--- src/rtl/lsu_pkg.sv ---
// Shared definitions for the load/store sequencer: FSM states, access-size codes
// and the writeback select value used by decode.
package lsu_pkg;

  typedef enum logic [1:0] {
    IDLE,
    ACCESS,
    DONE,
    ERR
  } lsu_state_e;

  localparam logic [3:0] SZ_BYTE    = 4'b0001;
  localparam logic [3:0] SZ_HALF    = 4'b0011;
  localparam logic [3:0] SZ_WORD    = 4'b1111;
  localparam logic [1:0] LSU_WB_SEL = 2'd2;

  // A legal access has a known size and is naturally aligned to it.
  function automatic logic access_legal(input logic [3:0] size, input logic [1:0] offset);
    case (size)
      SZ_BYTE: return 1'b1;
      SZ_HALF: return ~offset[0];
      SZ_WORD: return (offset == 2'b00);
      default: return 1'b0;
    endcase
  endfunction

endpackage

--- src/rtl/lsu_sequencer_if.sv ---
// Data-memory request/acknowledge bus between the sequencer (master) and memory.
interface lsu_sequencer_if #(
  parameter int XLEN = 32
);
  logic            dmem_req;
  logic            dmem_we;
  logic [XLEN-1:0] dmem_addr;
  logic [3:0]      dmem_be;
  logic [XLEN-1:0] dmem_wdata;
  logic            dmem_ack;
  logic [XLEN-1:0] dmem_rdata;

  modport master (
    output dmem_req, dmem_we, dmem_addr, dmem_be, dmem_wdata,
    input  dmem_ack, dmem_rdata
  );

  modport slave (
    input  dmem_req, dmem_we, dmem_addr, dmem_be, dmem_wdata,
    output dmem_ack, dmem_rdata
  );
endinterface

--- src/rtl/lsu_align.sv ---
// Byte-lane steering for stores and extract/extend for loads; purely combinational.
module lsu_align
  import lsu_pkg::*;
(
  input  logic [1:0]  offset,
  input  logic [3:0]  size,
  input  logic        us,
  input  logic [31:0] st_data,
  input  logic [31:0] rdata,
  output logic [3:0]  be,
  output logic [31:0] wdata,
  output logic [31:0] ld_data
);

  logic [4:0]  shift;
  logic [31:0] rsh;

  assign shift = {offset, 3'b000};
  assign be    = size << offset;
  assign wdata = st_data << shift;
  assign rsh   = rdata >> shift;

  always_comb begin
    case (size)
      SZ_BYTE: ld_data = {{24{~us & rsh[7]}},  rsh[7:0]};
      SZ_HALF: ld_data = {{16{~us & rsh[15]}}, rsh[15:0]};
      default: ld_data = rsh;
    endcase
  end

endmodule

--- src/rtl/lsu_sequencer.sv ---
// Runs one data-memory access per load/store, stalling the pipeline until the
// memory acknowledges, times out, or the access is rejected as misaligned.
module lsu_sequencer
  import lsu_pkg::*;
#(
  parameter int TIMEOUT_CYC = 64,
  parameter int XLEN        = 32
) (
  input  logic            clk,
  input  logic            rst_n,
  input  logic            req_vld,
  input  logic            is_store,
  input  logic [3:0]      mem_wrnum,
  input  logic            mem_us,
  input  logic [XLEN-1:0] addr,
  input  logic [XLEN-1:0] st_data,
  output logic            stall,
  output logic            ld_vld,
  output logic [XLEN-1:0] ld_data,
  output logic            misalign_err,
  output logic            bus_err,
  lsu_sequencer_if.master dmem
);

  localparam int CNT_W = $clog2(TIMEOUT_CYC + 1) + 1;

  lsu_state_e      state_q, state_d;
  logic [CNT_W-1:0] cnt_q, cnt_d;
  logic            capture, rdata_en;

  logic            we_q, us_q;
  logic [XLEN-1:0] addr_q, wdata_q, rdata_q;
  logic [3:0]      be_q, size_q;
  logic [1:0]      off_q;

  logic [3:0]      store_be;
  logic [XLEN-1:0] store_wdata, ld_aligned;
  logic [XLEN-1:0] unused_st_ld, unused_ld_wdata;
  logic [3:0]      unused_ld_be;

  lsu_align u_store_align (
    .offset (addr[1:0]),
    .size   (mem_wrnum),
    .us     (1'b0),
    .st_data(st_data),
    .rdata  ('0),
    .be     (store_be),
    .wdata  (store_wdata),
    .ld_data(unused_st_ld)
  );

  lsu_align u_load_align (
    .offset (off_q),
    .size   (size_q),
    .us     (us_q),
    .st_data('0),
    .rdata  (rdata_q),
    .be     (unused_ld_be),
    .wdata  (unused_ld_wdata),
    .ld_data(ld_aligned)
  );

  // NOTE: every output of this block gets a default first, so no path leaves one unassigned and no latch is inferred.
  always_comb begin
    state_d      = state_q;
    cnt_d        = cnt_q;
    capture      = 1'b0;
    rdata_en     = 1'b0;
    stall        = 1'b0;
    misalign_err = 1'b0;
    bus_err      = 1'b0;
    ld_vld       = 1'b0;
    case (state_q)
      IDLE: begin
        if (req_vld) begin
          if (access_legal(mem_wrnum, addr[1:0])) begin
            stall   = 1'b1;
            capture = 1'b1;
            cnt_d   = '0;
            state_d = ACCESS;
          end else begin
            misalign_err = 1'b1;
          end
        end
      end
      ACCESS: begin
        stall = 1'b1;
        if (dmem.dmem_ack) begin
          rdata_en = ~we_q;
          state_d  = DONE;
        end else if (TIMEOUT_CYC != 0) begin
          cnt_d = cnt_q + 1'b1;
          if (cnt_d == CNT_W'(TIMEOUT_CYC)) state_d = ERR;
        end
      end
      DONE: begin
        ld_vld  = ~we_q;
        state_d = IDLE;
      end
      ERR: begin
        bus_err = 1'b1;
        state_d = IDLE;
      end
      default: state_d = IDLE;
    endcase
    // The IDLE-cycle outputs follow req_vld combinationally; hold them low while in reset.
    if (!rst_n) begin
      stall        = 1'b0;
      misalign_err = 1'b0;
    end
  end

  // NOTE: sequential state uses non-blocking assignments so every register samples pre-edge values.
  always_ff @(posedge clk or negedge rst_n) begin
    if (!rst_n) begin
      state_q <= IDLE;
      cnt_q   <= '0;
      we_q    <= 1'b0;
      us_q    <= 1'b0;
      addr_q  <= '0;
      wdata_q <= '0;
      rdata_q <= '0;
      be_q    <= '0;
      size_q  <= '0;
      off_q   <= '0;
    end else begin
      state_q <= state_d;
      cnt_q   <= cnt_d;
      if (capture) begin
        we_q    <= is_store;
        us_q    <= mem_us;
        addr_q  <= {addr[XLEN-1:2], 2'b00};
        wdata_q <= store_wdata;
        be_q    <= store_be;
        size_q  <= mem_wrnum;
        off_q   <= addr[1:0];
      end
      if (rdata_en) rdata_q <= dmem.dmem_rdata;
    end
  end

  assign dmem.dmem_req   = (state_q == ACCESS);
  assign dmem.dmem_we    = we_q;
  assign dmem.dmem_addr  = addr_q;
  assign dmem.dmem_be    = be_q;
  assign dmem.dmem_wdata = wdata_q;
  assign ld_data         = ld_vld ? ld_aligned : '0;

endmodule
--- src/flat_wrapper.sv ---
// flat-port wrapper written by rule: the top's interface ports become plain ports
module lsu_sequencer_flat import lsu_pkg::*;
#(
  parameter int TIMEOUT_CYC = 64,
  parameter int XLEN        = 32
)
  (clk, rst_n, req_vld, is_store, mem_wrnum, mem_us, addr, st_data, stall, ld_vld, ld_data, misalign_err, bus_err, dmem_dmem_req, dmem_dmem_we, dmem_dmem_addr, dmem_dmem_be, dmem_dmem_wdata, dmem_dmem_ack, dmem_dmem_rdata);
  lsu_sequencer_if #(.XLEN(XLEN)) dmem_i ();
  input  logic clk;
  input  logic rst_n;
  input  logic req_vld;
  input  logic is_store;
  input  logic [3:0] mem_wrnum;
  input  logic mem_us;
  input  logic [XLEN-1:0] addr;
  input  logic [XLEN-1:0] st_data;
  output logic stall;
  output logic ld_vld;
  output logic [XLEN-1:0] ld_data;
  output logic misalign_err;
  output logic bus_err;
  output wire logic [$bits(dmem_i.dmem_req)-1:0] dmem_dmem_req;
  output wire logic [$bits(dmem_i.dmem_we)-1:0] dmem_dmem_we;
  output wire logic [$bits(dmem_i.dmem_addr)-1:0] dmem_dmem_addr;
  output wire logic [$bits(dmem_i.dmem_be)-1:0] dmem_dmem_be;
  output wire logic [$bits(dmem_i.dmem_wdata)-1:0] dmem_dmem_wdata;
  input wire logic [$bits(dmem_i.dmem_ack)-1:0] dmem_dmem_ack;
  input wire logic [$bits(dmem_i.dmem_rdata)-1:0] dmem_dmem_rdata;
  assign dmem_dmem_req = dmem_i.dmem_req;
  assign dmem_dmem_we = dmem_i.dmem_we;
  assign dmem_dmem_addr = dmem_i.dmem_addr;
  assign dmem_dmem_be = dmem_i.dmem_be;
  assign dmem_dmem_wdata = dmem_i.dmem_wdata;
  assign dmem_i.dmem_ack = dmem_dmem_ack;
  assign dmem_i.dmem_rdata = dmem_dmem_rdata;
  lsu_sequencer #(.TIMEOUT_CYC(TIMEOUT_CYC), .XLEN(XLEN)) u_core (.clk(clk), .rst_n(rst_n), .req_vld(req_vld), .is_store(is_store), .mem_wrnum(mem_wrnum), .mem_us(mem_us), .addr(addr), .st_data(st_data), .stall(stall), .ld_vld(ld_vld), .ld_data(ld_data), .misalign_err(misalign_err), .bus_err(bus_err), .dmem(dmem_i));
endmodule
--- config.mk ---
export PLATFORM = sky130hd
export DESIGN_NAME = lsu_sequencer_flat
export DESIGN_NICKNAME = d
export VERILOG_FILES = /design/src/rtl/lsu_pkg.sv /design/src/rtl/lsu_sequencer_if.sv /design/src/rtl/lsu_align.sv /design/src/rtl/lsu_sequencer.sv /design/src/flat_wrapper.sv
export SDC_FILE = /design/constraint.sdc
export NUM_CORES = 1
export LEC_CHECK = 0
export BUFFER_PORTS_ARGS = -buffer_cell sky130_fd_sc_hd__buf_2
export CORE_MARGIN = 10
export CORE_UTILIZATION = 50
export DETAILED_ROUTE_END_ITERATION = 8
export PLACE_DENSITY = 0.78
export SYNTH_ARGS = -nofsm -noshare
export SYNTH_HDL_FRONTEND = slang
export SYNTH_SLANG_ARGS = --single-unit
--- constraint.sdc ---
create_clock -name clk -period 2.8 [get_ports clk]
set_input_delay 0.56 -clock clk [delete_from_list [all_inputs] [get_ports clk]]
set_output_delay 0.56 -clock clk [all_outputs]
set_load 0.01 [all_outputs]
# Word-level counts from Yosys, hierarchy flattened
# Cells that the tools add are included.
[op_classes]
add_sub_neg = 1
eq_ne = 13
n_bitwise = 5
n_shift = 3
n_reduce_logical = 6
mux = 27
[ops]
columns = ["op", "count"]
rows = [
  ["$pmux W32 S2", 1],
  ["$mux W32", 1],
  ["$shl A32 B5 Y32", 1],
  ["$shr A32 B5 Y32", 1],
  ["$mux W8", 3],
  ["$pmux W8 S2", 1],
  ["$mux W1", 14],
  ["$add A8 B1 Y8 const B", 1],
  ["$eq A4 B1 Y1 const B", 2],
  ["$eq A4 B2 Y1 const B", 2],
  ["$eq A8 B7 Y1 const B", 1],
  ["$mux W2", 4],
  ["$pmux W2 S3", 1],
  ["$eq A2 B2 Y1 const B", 2],
  ["$eq A4 B4 Y1 const B", 1],
  ["$logic_not A2 Y1", 2],
  ["$ne A2 B2 Y1 const B", 2],
  ["$reduce_and A4 Y1", 1],
  ["$shl A4 B2 Y4", 1],
  ["$ne A3 B1 Y1 const B", 1],
  ["$not A1 Y1", 3],
  ["$pmux W1 S3", 1],
  ["$reduce_and A3 Y1", 1],
  ["$and A1 B1 Y1", 2],
  ["5 further kinds", 5],
]
[word_totals]
word_cells = 65
out_inout_bits = 106
ff_bits = 116
inputBits = 106

# Logic depth before layout (Yosys ltp)
[depth]
word_depth = 8
depth_mapped = 6

# Modules after synthesis
# From an unflattened synthesis, not the netlist that was laid out.
[hier_totals]
hier_cells = 725
hier_area_um2 = 7438.4
[by_module_without_submodules]
columns = ["module", "seq_area_each_um2", "area_each_um2", "cells_each", "n_inst"]
rows = [
  ["lsu_sequencer", 2902.8, 4845.9, 335, 1],
  ["lsu_align", 0.0, 1296.2, 195, 2],
]

# Worst setup path after synthesis
# OpenSTA, ideal clock, no wires.
[synth_path]
path_kind = "reg-to-output"
startpoint = "reg u_core.we_q, in the netlist u_core.dmem.dmem_we"
endpoint = "out ld_data[16]"
arrival_ns = 1.724
path_stages_with_launch = 6
path_buffers = 2
path_slack_ns = 0.516
path_cell_list = "dfrtp_1 or3b_1 buf_2 or3_1 buf_2 o21ai_0"
[synth_via]
elab_chain_len = 3
[synth_lines]
columns = ["element", "line", "source"]
rows = [
  ["start: declaration", "lsu_sequencer.sv:31", "logic we_q, us_q;"],
  ["start signal: assignment", "lsu_sequencer.sv:130", "we_q <= is_store;"],
  ["$not A1 Y1", "lsu_sequencer.sv:97", "ld_vld = ~we_q;"],
  ["$mux W1", "lsu_sequencer.sv:73", "case (state_q)"],
  ["$mux W32", "lsu_sequencer.sv:147", "assign ld_data = ld_vld ? ld_aligned : '0;"],
  ["end: declaration", "flat_wrapper.sv:19", "output logic [XLEN-1:0] ld_data;"],
]
# Every way passes these cells.

# Worst setup path in the final report
[layout_path]
startpoint = "reg u_core.state_q[0]"
endpoint = "out ld_data[28]"
[layout_via]
elab_chain_len = 3
[layout_lines]
columns = ["element", "line", "source"]
rows = [
  ["start: declaration", "lsu_sequencer.sv:27", "lsu_state_e state_q, state_d;"],
  ["start signal: assignment", "lsu_sequencer.sv:127", "state_q <= state_d;"],
  ["$eq A2 B2 Y1", "lsu_sequencer.sv:73", ""],
  ["$mux W1", "lsu_sequencer.sv:73", ""],
  ["$mux W32", "lsu_sequencer.sv:147", ""],
]
# Every way passes these cells.

==> metrics.md <==
| Metric | Value |
|---|---|
| Clk root buf | `clkbuf_16` |
| Post-synth EDFFs | `0` |
| DR WL/cell | `19.1 µm` |
| Core box area | `11400 µm²` |
| R2R setup slack | `about 850 ps` |
| Final net count | `a little over 800` |
| CP startpoint | `u_core.state_q[0]$_DFFE_PN0P_` |
| CTS clk-pin slew, worst paths | `around 50 ps` |
| Multi-input gate area | `2800 µm²` |
| Critical path, cell by cell | `or3b_4 -> or3_4 -> nor2_8 -> a21o_1 -> buf_2` |
| Crit. End Element | `primary output` |
| Post-DP HPWL | `12600 µm` |
| MaxCap Viol Count | `0` |
| Ys Warns | `0` |
| Sequential cell area | `2900 µm²` |
| Outcome | `finished clean` |
| Final hold vios | `0` |
| Launching element type of the critical path | `flip-flop` |
| Worst Reg2Reg Path Length in Cells | `5` |
| Final worst setup slack | `101 ps` |
| ANT cells | `0` |
| Top FF cell, synth | `dfrtp_1` |
| DR iter-0 viols | `between 300 and 400` |
| Cell Rows | `39` |
| Most common cell after layout, fill and taps aside | `buf_2` |
| CP arrival | `about 2100 ps` |
| Critical-path top delay cell | `or3_4` |
| Final TNS setup | `0 ps` |
| Hold_buf cts | `0` |
| Via count | `approximately 4700` |
| Synth-to-Final Area Change | `30.0%` |
| Clk sinks | `about 120` |
| Layout cells sized above 1 | `about half` |
| Fillers | `about 890` |
| CTS Buffer Depth | `2` |
| Pre-CTS setup slack | `368 ps` |
| Total GRT Usage | `approximately 20%` |
| Distinct cells, synth | `44` |
| Critical Path Sink | `ld_data[28]` |
| Seq/Total Area, Yosys | `between 40 and 50%` |
| Avg Cell Area, Syn | `between 10 and 15 µm²` |
| RR Startpoint | `u_core.state_q[0]$_DFFE_PN0P_` |
| Power density cells | `827 nW/µm²` |
| Global route total overflow | `0` |
| Asr flop ratio synth | `100%` |
| Die height | `between 100 and 150 µm` |
| Die ar. | `around 16000 µm²` |
| WP data required | `2240 ps` |
| Mapped Cells | `513` |
| Max incr delay on CP | `between 400 and 500 ps` |
| Worst Tran Pin Value | `610 ps` |
| Clk_lat worst skew | `between 400 and 500 ps` |
| Worst-path fanout max | `9` |
| Slew Limit Fails | `0` |
| First drt pass iteration count | `4` |
| Post-route ant nets | `0` |
| H-tree depth | `4` |
| CTS Buf Count | `17` |
| Residual DRC | `0` |
| Type of the worst setup path | `flip-flop to primary output` |
| Routed vias/inst | `between 5 and 6` |
| Cell Area, Synth | `5850 µm²` |
| Number of global-route vias before repair | `about 5100` |
| Final min period | `2700 ps` |
| IR drop worst, VDD | `around 570 µV` |
| Tcrit/Tclk final | `a little over nine tenths` |
| Initial Util | `about half` |
| Final wirelength | `between 15000 and 20000 µm` |
| Register bit total from synthesis | `between 100 and 150` |
| Global-route wire length before repair | `26800 µm` |
| Relative slew slack | `between 50% and 60%` |
| CTS tree | `done` |
| Buffers added on ports | `209` |
| Largest net degree at the start of global routing | `a little over 100` |
| Placer Congestion | `0.906` |
| F_max | `~370 MHz` |
| Final Skew | `approximately 7 ps` |
| Die width | `128 µm` |
| Initial antenna violation count | `3` |
| Top Ports | `roughly 210` |
| Worst hold path class | `input port to async pin` |
| RR Endpoint | `u_core.dmem.dmem_addr[12]$_DFFE_PN0P_` |
| Total power | `6.29 mW` |
| Setup violators final | `0` |
| RSZ-0062 raised after global routing | `no` |
| Most frequent cells in the layout | `208 x buf_2, 115 x dfrtp_1, 95 x mux2_2, 45 x o21ai_0, 36 x mux2i_1` |
| P_leak | `between 3 and 4 nW` |
area by class of cell:
type	count	share of cell area [%]
clock buffer	26	6.57
clock inverter	4	0.625
inverter	4	0.197
multi-input combinational	357	36.8
sequential	116	38.2
tap	143	2.35
timing repair buffer	220	15.3
power by group:
group / total, mW / internal [mW] / leakage [nW] / switching, mW
Sequential: 2.58 / 2.20 / 1.45 / 0.381
Clock: 2.01 / 1.30 / 0.266 / 0.709
Combinational: 1.70 / 0.869 / 2.07 / 0.832
sequential cells by signal (all words and copies together), names as in the netlist:
register and cells:
u_core.cnt_q 8, u_core.dmem.dmem_addr 30, u_core.dmem.dmem_be 4, u_core.dmem.dmem_wdata 32, u_core.dmem.dmem_we 1, u_core.off_q 2
u_core.rdata_q 32, u_core.size_q 4, u_core.state_q 2, u_core.us_q 1
cells in the mapped netlist, drive strengths merged, types with 7 or more instances:
master	n	area, µm²
a21oi	17	85.1
mux2	97	1090
nor2	20	91.3
mux2i	36	360
dfrtp	116	2900
nor2b	25	156
o21ai	46	230
clkbuf	12	45.0
nand2	32	120
a21o	8	60.1
a211oi	24	180
and2	7	43.8
buf	25	128
logic make-up after synthesis:
family          after synthesis  synth area share (%)
mux                         133                  24.8
xor+xnor                      1                 0.150
simple gates                110                  10.2
fa+ha+maj                     1                 0.214
flops                       116                  49.6
compound gates              110                  11.7
buf+inv                      41                  3.21
other cells                   1                0.0641
worst max-delay path: cells and delay by family (launching register included):
kind | cells | cell delay, ps
flip-flops | 1 | 410
AND/OR/NAND/NOR | 3 | 1060
AO/OA/AOI/OAI | 1 | 140
buffers and inverters | 1 | 130
metrics by stage:
| stage | instance area (µm²) | instances | utilization, % | hold WS (ps) |
|---|---|---|---|---|
| 4_1_cts | 7580 | 870 | 66.4 | 19.5 |
| 6_report | 7600 | 870 | 66.6 | 25.2 |
| 2_1_floorplan | 5850 | 514 | - | 264 |
| 3_3_place_gp | 7020 | 840 | 61.5 | 441 |
| 5_1_grt | 7600 | 870 | 66.6 | 28.8 |
| 3_5_place_dp | 7020 | 840 | 61.5 | 448 |
worst min path at each step:
stage,endpoint,start,depth (start not counted)
floorplan,u_core.cnt_q[0]$_DFFE_PN0P_,rst_n,0
global placement,u_core.size_q[0]$_DFFE_PN0P_,u_core.size_q[0]$_DFFE_PN0P_,1
detailed placement,u_core.size_q[0]$_DFFE_PN0P_,u_core.size_q[0]$_DFFE_PN0P_,1
CTS,u_core.dmem.dmem_addr[11]$_DFFE_PN0P_,rst_n,1
global route,u_core.dmem.dmem_addr[11]$_DFFE_PN0P_,rst_n,1
finish,u_core.dmem.dmem_addr[12]$_DFFE_PN0P_,rst_n,1
routing by layer:
layer  track usage, %  share of wire [%]  vias up
li1                 -                  -     2262
met1             23.6                 39     2246
met2             32.6                 48      197
met3             10.0                 11       26
met4             6.95                1.6        4
met5                0               0.16        -
what timing repair did:
action,4_1_cts,5_1_grt
resized for setup,3,7
buffers inserted,0,0
setup endpoints to repair,14,18
hold endpoints to repair,0,0
Note: power is estimated with default switching activity, not from simulation.
